**src/rtl/mult_pkg.sv**
```systemverilog
`default_nettype none
// ============================================================================
// Module      : mult_pkg
// Description : Shared definitions for the multiplier HI/LO issue/writeback
//               slice: request opcodes, multiplier sign modes, controller
//               state encoding and the default multiplier latency.
// Revision    : 1.0 - initial release
// ============================================================================
package mult_pkg;

  // Request opcodes carried on req_op
  localparam logic [2:0] OP_MULT  = 3'd0;
  localparam logic [2:0] OP_MULTU = 3'd1;
  localparam logic [2:0] OP_MTHI  = 3'd2;
  localparam logic [2:0] OP_MTLO  = 3'd3;
  localparam logic [2:0] OP_MFHI  = 3'd4;
  localparam logic [2:0] OP_MFLO  = 3'd5;
  localparam logic [2:0] OP_MADD  = 3'd6;
  localparam logic [2:0] OP_MADDU = 3'd7;

  // Multiplier sign modes (mixed modes are never driven)
  localparam logic [1:0] SIGN_SS = 2'b00;
  localparam logic [1:0] SIGN_UU = 2'b11;

  // Edges from accept to HI/LO capture: load, 32 shifts, out_en, output reg
  localparam int MULT_LATENCY_DEF = 35;

  typedef enum logic [0:0] {
    IDLE = 1'b0,
    WAIT = 1'b1
  } state_t;

endpackage
`default_nettype wire

```
**src/rtl/mult_lat_cnt.sv**
```systemverilog
`default_nettype none
// ============================================================================
// Module      : mult_lat_cnt
// Description : Loadable down-counter with a zero flag, used to time the
//               fixed multiplier latency.
// Ports       : clk, rst (async, active-high)
//               i_load / i_load_val : load the counter (priority over dec)
//               i_dec               : decrement by one
//               o_zero              : counter currently equals zero
// Revision    : 1.0 - initial release
// ============================================================================
module mult_lat_cnt #(
  parameter int CNT_W = 6
) (
  input  logic             clk,
  input  logic             rst,
  input  logic             i_load,
  input  logic [CNT_W-1:0] i_load_val,
  input  logic             i_dec,
  output logic             o_zero
);

  logic [CNT_W-1:0] r_count;

  always_ff @(posedge clk or posedge rst) begin
    if (rst) begin
      r_count <= '0;
    end else if (i_load) begin
      r_count <= i_load_val;
    end else if (i_dec) begin
      r_count <= r_count - 1'b1;
    end
  end

  assign o_zero = (r_count == '0);

endmodule
`default_nettype wire

```
**src/rtl/mult_hilo_ctrl.sv**
```systemverilog
`default_nettype none
// ============================================================================
// Module      : mult_hilo_ctrl
// Description : Issue/writeback stage around the sequential 32x32 multiplier.
//               Accepts MULT/MULTU/MADD/MADDU and MTHI/MTLO/MFHI/MFLO over a
//               valid/ready handshake, drives the multiplier operands, waits
//               MULT_LATENCY edges and captures the product into HI/LO.
// Ports       : clk, rst (async, active-high)
//               req_valid/req_ready/req_op/req_a/req_b : request channel
//               mul_a/mul_b/mul_ctrl                   : to multiplier
//               mul_lower/mul_higher                   : from multiplier
//               rd_valid/rd_data                       : MF result
//               busy, hi, lo                           : status / architectural regs
// Config      : `define MULT_HILO_MADD_EN makes MADD/MADDU accumulate into
//               {hi,lo}; otherwise they overwrite exactly like MULT/MULTU.
// Revision    : 1.0 - initial release
// ============================================================================
module mult_hilo_ctrl
  import mult_pkg::*;
#(
  parameter int MULT_LATENCY = MULT_LATENCY_DEF,
  parameter int CNT_W        = 6
) (
  input  logic        clk,
  input  logic        rst,
  input  logic        req_valid,
  output logic        req_ready,
  input  logic [2:0]  req_op,
  input  logic [31:0] req_a,
  input  logic [31:0] req_b,
  output logic [31:0] mul_a,
  output logic [31:0] mul_b,
  output logic [4:0]  mul_ctrl,
  input  logic [31:0] mul_lower,
  input  logic [31:0] mul_higher,
  output logic        rd_valid,
  output logic [31:0] rd_data,
  output logic        busy,
  output logic [31:0] hi,
  output logic [31:0] lo
);

  localparam logic [CNT_W-1:0] c_cnt_load = CNT_W'(MULT_LATENCY - 1);

  state_t      r_state;
  logic        w_accept;
  logic        w_is_mul;
  logic        w_cnt_load;
  logic        w_cnt_dec;
  logic        w_cnt_zero;
  logic [63:0] w_product;
  logic [63:0] w_next_hilo;

  assign req_ready  = (r_state == IDLE) & ~rst;
  assign w_accept   = req_valid & req_ready;
  // Multiply ops are 0,1 (MULT/MULTU) and 6,7 (MADD/MADDU)
  assign w_is_mul   = (req_op[2:1] == 2'b00) | (req_op[2:1] == 2'b11);
  assign w_cnt_load = w_accept & w_is_mul;
  assign w_cnt_dec  = (r_state == WAIT) & ~w_cnt_zero;
  assign w_product  = {mul_higher, mul_lower};

  mult_lat_cnt #(
    .CNT_W (CNT_W)
  ) u_lat_cnt (
    .clk        (clk),
    .rst        (rst),
    .i_load     (w_cnt_load),
    .i_load_val (c_cnt_load),
    .i_dec      (w_cnt_dec),
    .o_zero     (w_cnt_zero)
  );

`ifdef MULT_HILO_MADD_EN
  // Remembers whether the multiply in flight is a MADD/MADDU (op bit 2)
  logic r_acc;

  always_ff @(posedge clk or posedge rst) begin
    if (rst) begin
      r_acc <= 1'b0;
    end else if (w_cnt_load) begin
      r_acc <= req_op[2];
    end
  end

  // 64-bit wrap-around accumulate; carry out is intentionally dropped
  assign w_next_hilo = r_acc ? ({hi, lo} + w_product) : w_product;
`else
  assign w_next_hilo = w_product;
`endif

  always_ff @(posedge clk or posedge rst) begin
    if (rst) begin
      r_state  <= IDLE;
      hi       <= '0;
      lo       <= '0;
      mul_a    <= '0;
      mul_b    <= '0;
      mul_ctrl <= '0;
      rd_data  <= '0;
      rd_valid <= 1'b0;
      busy     <= 1'b0;
    end else begin
      rd_valid <= 1'b0;
      case (r_state)
        IDLE: begin
          if (w_accept) begin
            case (req_op)
              OP_MTHI: hi <= req_a;
              OP_MTLO: lo <= req_a;
              OP_MFHI: begin
                rd_data  <= hi;
                rd_valid <= 1'b1;
              end
              OP_MFLO: begin
                rd_data  <= lo;
                rd_valid <= 1'b1;
              end
              OP_MULT, OP_MULTU, OP_MADD, OP_MADDU: begin
                mul_a    <= req_a;
                mul_b    <= req_b;
                // Token toggle restarts mult even for repeated operands
                mul_ctrl <= {2'b00, ~mul_ctrl[2], (req_op[0] ? SIGN_UU : SIGN_SS)};
                busy     <= 1'b1;
                r_state  <= WAIT;
              end
            endcase
          end
        end
        WAIT: begin
          if (w_cnt_zero) begin
            {hi, lo} <= w_next_hilo;
            busy     <= 1'b0;
            r_state  <= IDLE;
          end
        end
        default: r_state <= IDLE;
      endcase
    end
  end

endmodule
`default_nettype wire

```
**config.mk**
```make
export PLATFORM = sky130hd
export DESIGN_NAME = mult_hilo_ctrl
export DESIGN_NICKNAME = d
export VERILOG_FILES = /design/src/rtl/mult_pkg.sv /design/src/rtl/mult_lat_cnt.sv /design/src/rtl/mult_hilo_ctrl.sv
export SDC_FILE = /design/constraint.sdc
export NUM_CORES = 1
export LEC_CHECK = 0
export BUFFER_PORTS_ARGS = -buffer_cell sky130_fd_sc_hd__buf_2
export CAP_MARGIN = 0
export CORE_MARGIN = 3
export CORE_UTILIZATION = 44
export DETAILED_ROUTE_END_ITERATION = 12
export PLACE_DENSITY_LB_ADDON = 0.12
export SLEW_MARGIN = 10
export SYNTH_ARGS = -nofsm -noshare
export SYNTH_HDL_FRONTEND = slang
export SYNTH_SLANG_ARGS = --single-unit
```
**constraint.sdc**
```tcl
create_clock -name clk -period 5.5 [get_ports clk]
set_input_delay 0.55 -clock clk [delete_from_list [all_inputs] [get_ports clk]]
set_output_delay 0.55 -clock clk [all_outputs]
set_load 0.1 [all_outputs]
```
; Word-level counts from Yosys, hierarchy flattened
; Index checks and enable logic that the tools add are counted.
[totals]
reg_bits = 172
elab_cells = 68
[classes]
bitwise = 9
reduce_logical = 12
n_mux = 23
add_sub_neg = 1
eq_ne = 13
[op_table]
columns = operator, n
row1 = 2-to-1 mux 32 bit, 6
row2 = one-hot mux 32 bit (2 select lines), 3
row3 = AND reduction 3 bit, 5
row4 = == test 3 bit (second input constant), 4
row5 = 2-to-1 mux 6 bit, 2
row6 = 2-to-1 mux 1 bit, 9
row7 = inequality test 2 x 1 -> 1 bit (second input constant), 4
row8 = == test 3 x 2 -> 1 bit (second input constant), 2
row9 = zero test 6 bit, 1
row10 = subtractor 6 x 1 -> 6 bit (second input constant), 1
row11 = bitwise AND 1 bit, 4
row12 = NOT 1 bit, 4
row13 = one-hot mux 1 bit (2 select lines), 2
row14 = nonzero test 2 bit, 2
row15 = OR reduction 4 bit, 1
row16 = == test 3 x 1 -> 1 bit (second input constant), 1
row17 = zero test 3 bit, 1
row18 = == test 2 bit (second input constant), 1
row19 = zero test 2 bit, 1
row20 = 2-to-1 mux 2 bit, 1
row21 = inequality test 2 bit (second input constant), 1
row22 = OR reduction 2 bit, 1
row23 = OR 1 bit, 1

; Logic depth before layout (Yosys ltp)
[depth]
word_depth = 5
mapped_depth = 7
mapped_depth_nobuf = 5

; Cells and area by module
; From an unflattened synthesis, not the netlist that was laid out.
[hier_totals]
hier_cells = 650
area_unflattened_um2 = 7851.3
[modules_own_cells]
columns = mod, cells_per_inst, instances, area_each_um2
row1 = mult_hilo_ctrl, 612, 1, 7484.7
row2 = mult_lat_cnt, 38, 1, 366.6

; Worst setup path before layout
; OpenSTA, ideal clock, no wires.
[synth_path]
path_type = reg2out
start = register r_state
end = output port req_ready
required_ns = 4.950
path_stages_with_launch = 5
t_arrival_ns = 2.251
n_path_buf = 3
path_slack_ns = 2.699
path_cell_list = dfrtp_1 clkbuf_1 clkbuf_1 buf_1 nor2_1
[synth_between]
elab_chain_len = 2
[synth_lines]
columns = item, line
row1 = start: declaration, mult_hilo_ctrl.sv:45  ; state_t r_state;
row2 = start signal: assignment, mult_hilo_ctrl.sv:93  ; r_state <= IDLE;
row3 = start signal: assignment, mult_hilo_ctrl.sv:124  ; r_state <= WAIT;
row4 = start signal: assignment, mult_hilo_ctrl.sv:133  ; r_state <= IDLE;
row5 = NOT 1 bit (no source line), n/a
row6 = bitwise AND 1 bit, mult_hilo_ctrl.sv:54  ; assign req_ready = (r_state == IDLE) & ~rst;
row7 = end: declaration, mult_hilo_ctrl.sv:27  ; output logic req_ready,
; No other way between the ends.

; Final worst setup path
[layout_path]
start = register r_state
end = register hi[29]
[layout_between]
elab_chain_len = 5
[layout_lines]
columns = item, line
row1 = NOT 1 bit (no source line), n/a
row2 = bitwise AND 1 bit, mult_hilo_ctrl.sv:54
row3 = bitwise AND 1 bit, mult_hilo_ctrl.sv:55  ; assign w_accept = req_valid & req_ready;
row4 = inequality test 2 bit (no source line), n/a
row5 = AND reduction 3 bit (no source line), n/a
row6 = end signal: assignment, mult_hilo_ctrl.sv:108  ; OP_MTHI: hi <= req_a;
row7 = end signal: assignment, mult_hilo_ctrl.sv:131  ; {hi, lo} <= w_next_hilo;
row8 = end: declaration, mult_hilo_ctrl.sv:39  ; output logic [31:0] hi,
; Parallel ways exist; a longest one is shown, timed or not.
; A chain may end at the register's enable or synchronous reset.

==> flow_summary.toml <==
[synth]
netlist.area_leader.share_pct = 55.5
ys_seq_elements = 171
async_flop_share_pct = 100
postSynthAreaPerCell_um2 = 12.0
synth_most_common_cell = "dfrtp_1"
yosysUniqueCellTypes = 40
synth_area_mm2 = 0.00772
yosysTopAreaCell = "dfrtp_1"
synth_flop_cell = "dfrtp_1"
synth_area_leaders = "dfrtp_1, mux2i_1, inv_1"
syn_inst = 641
yosys_warnings = 0
synth_edf_count = 0
seq_area_frac_synth_pct = 55.5
synth_common_cells = "dfrtp_1, inv_1, mux2i_1, a21oi_1"

[sta]
period_needed_ns = 2.96
fin_setup_tns_ns = 0
setup_viol = 0
finClkSkew_ns = 0.00849
post-route-period-util_pct = 53.8
worst_slew_pin_slew_ns = 1.01
slew_headroom_pct = 33.0
finalHoldViolCount = 0
slew_viol_final = 0
timing.fmax_ghz = 0.338
grt_setup_unrepaired = "no"

[drt]
dr.pass1.iters = 4
remaining_drc_errors = 0
met2_length_um = 9940
dr_total_vias = 5806
top_layer_used = "met4"
drtIter0Drc = 217
route.met3.wl_um = 1740
antenna_left = 0
met1_length_um = 8400
wl_per_cell_um = 17.6
routed_via_density = 5.00
wirelength_um = 20400

[grt]
antenna_found_initial = 0
grt.overflow.total = 0
grt_pass1_wl_um = 32600
grt_pass1_vias = 6041
track_usage_pct = 21.2
grt_start_max_net_pins = 103

[worst_setup_path]
cp.buffers_inverters = 1
path_cells = "or3b_1 -> o22ai_4 -> buf_4 -> mux2i_1"
cp_data_required_time_ns = 5.84
max_stage_delay_ns = 0.83
end_kind = "flop"
slowest_stage = "dfrtp_4"
crit_fanout = 102
crit_type = "flop to flop"
arrival_ns = 3.30
startpoint_type = "flop"
cp_top_family = "flip-flops"

[clock_tree]
cts_tree = "built"
cts_buffers = 17
clkSinkCount = 171
cts_resized = 0
clock_path_buffers = 2
postCtsSetupBuffers = 0
clock_latency_ns = 0.42
postCtsHoldBufs = 0
root_buffer = "clkbuf_16"
clkSlewWorstSetupHoldPaths_ns = 0.07
htreeDepth = 4

[floorplan]
dieWidth_um = 138
initial_core_util_pct = 45.7
core-area_mm2 = 0.0169
die_y_um = 138
rows = 47
pin_count = 302
die-area_mm2 = 0.0192

[final_layout]
multi_input_area_mm2 = 0.00280
layout-drive-gt1-share_pct = 41.6
seq_area_mm2 = 0.00428
design_area_mm2 = 0.00990
fillCellCount = 1460
antenna_cells = 0
nets = 1064
syn_to_final_growth_pct = 28.2

[worst_hold_path]
hold_path_class = "input port to asynchronous set/reset pin"

[place]
numPortBuffers = 299
gp_congestion = 0.841
place_hpwl_um = 14600
placed_cell_area_mm2 = 0.00929

[outcome]
outcome = "finished clean"

[job]
maxCapViolations = 0
-- state kept, by name (all words and copies together), names as in the netlist --
name	flops
lo	32
u_lat_cnt.r_count	6
r_state	1
mul_a	32
mul_b	32
rd_valid	1
rd_data	32
hi	32
mul_ctrl	2
busy	1
-- path summary, 6_finish.rpt --
path                                 from         to  depth (start not counted)  slack [ns]
worst max-delay path              r_state     hi[29]                          4        2.54
worst min-delay path                  rst       busy                          2        0.23
worst max register to register    r_state     hi[29]                          4        2.54
worst min register to register  mul_a[21]  mul_a[21]                          1        0.48
max in group asynchronous             rst    r_state                          3        4.03
min in group clk                req_b[10]  mul_b[10]                          2        0.34
-- area by class of cell --
type	instances	share of cell area [%]
flip-flops and latches	171	43.3
multi-input cells	330	28.3
repair buffers	307	15.9
clock buffers	19	4.48
inverters	101	3.88
well taps	220	2.78
clock inverters	13	1.44
-- kinds of logic after synthesis --
group,Yosys count,share of synthesized area (%)
and+or+nand+nor,54,4.61
AOI/OAI and AO/OA,106,7.86
xor gates and xnor gates,2,0.227
DFF,171,55.5
adders and majority gates,2,0.324
buffers and inverters,141,8.32
other,1,0.0486
muxes,164,23.2
-- metrics by stage --
step	hold slack [ns]	worst slack, ns	utilization, %	cells
CTS	0.255	2.34	58.5	1160
finish	0.229	2.54	58.6	1161
detailed placement	0.471	2.34	55.0	1128
floorplan	0.453	0.318	-	642
global route	0.282	2.30	58.6	1161
global placement	0.465	2.44	55.0	1128
-- cell usage in the layout (no fill, tap or decap), drive strengths merged --
cell type / n
ha: 2
nor2: 2
or4b: 2
xnor2: 1
nand3b: 1
and3b: 1
conb: 2
clkinv: 6
a21oi: 66
xor2: 1
o21a: 1
dfrtp: 171
o22ai: 34
nor2b: 32
or3: 1
mux2i: 99
o22a: 1
clkbuf: 19
nor3b: 1
clkinvlp: 2
nand2b: 1
or2: 2
nand2: 4
mux2: 65
bufinv: 2
o21ai: 4
inv: 104
or3b: 4
nor4b: 1
or4: 1
buf: 307
nand3: 1
-- per-layer routing --
layer	global-route usage [%]	up-vias
li1	-	2749
met1	26.6	2804
met2	35.0	232
met3	7.32	21
met4	5.98	0
met5	0	-
Power is left out: the tool's default activity adds up to more than one toggle a clock period on the data nets, which glitch-free logic cannot reach.
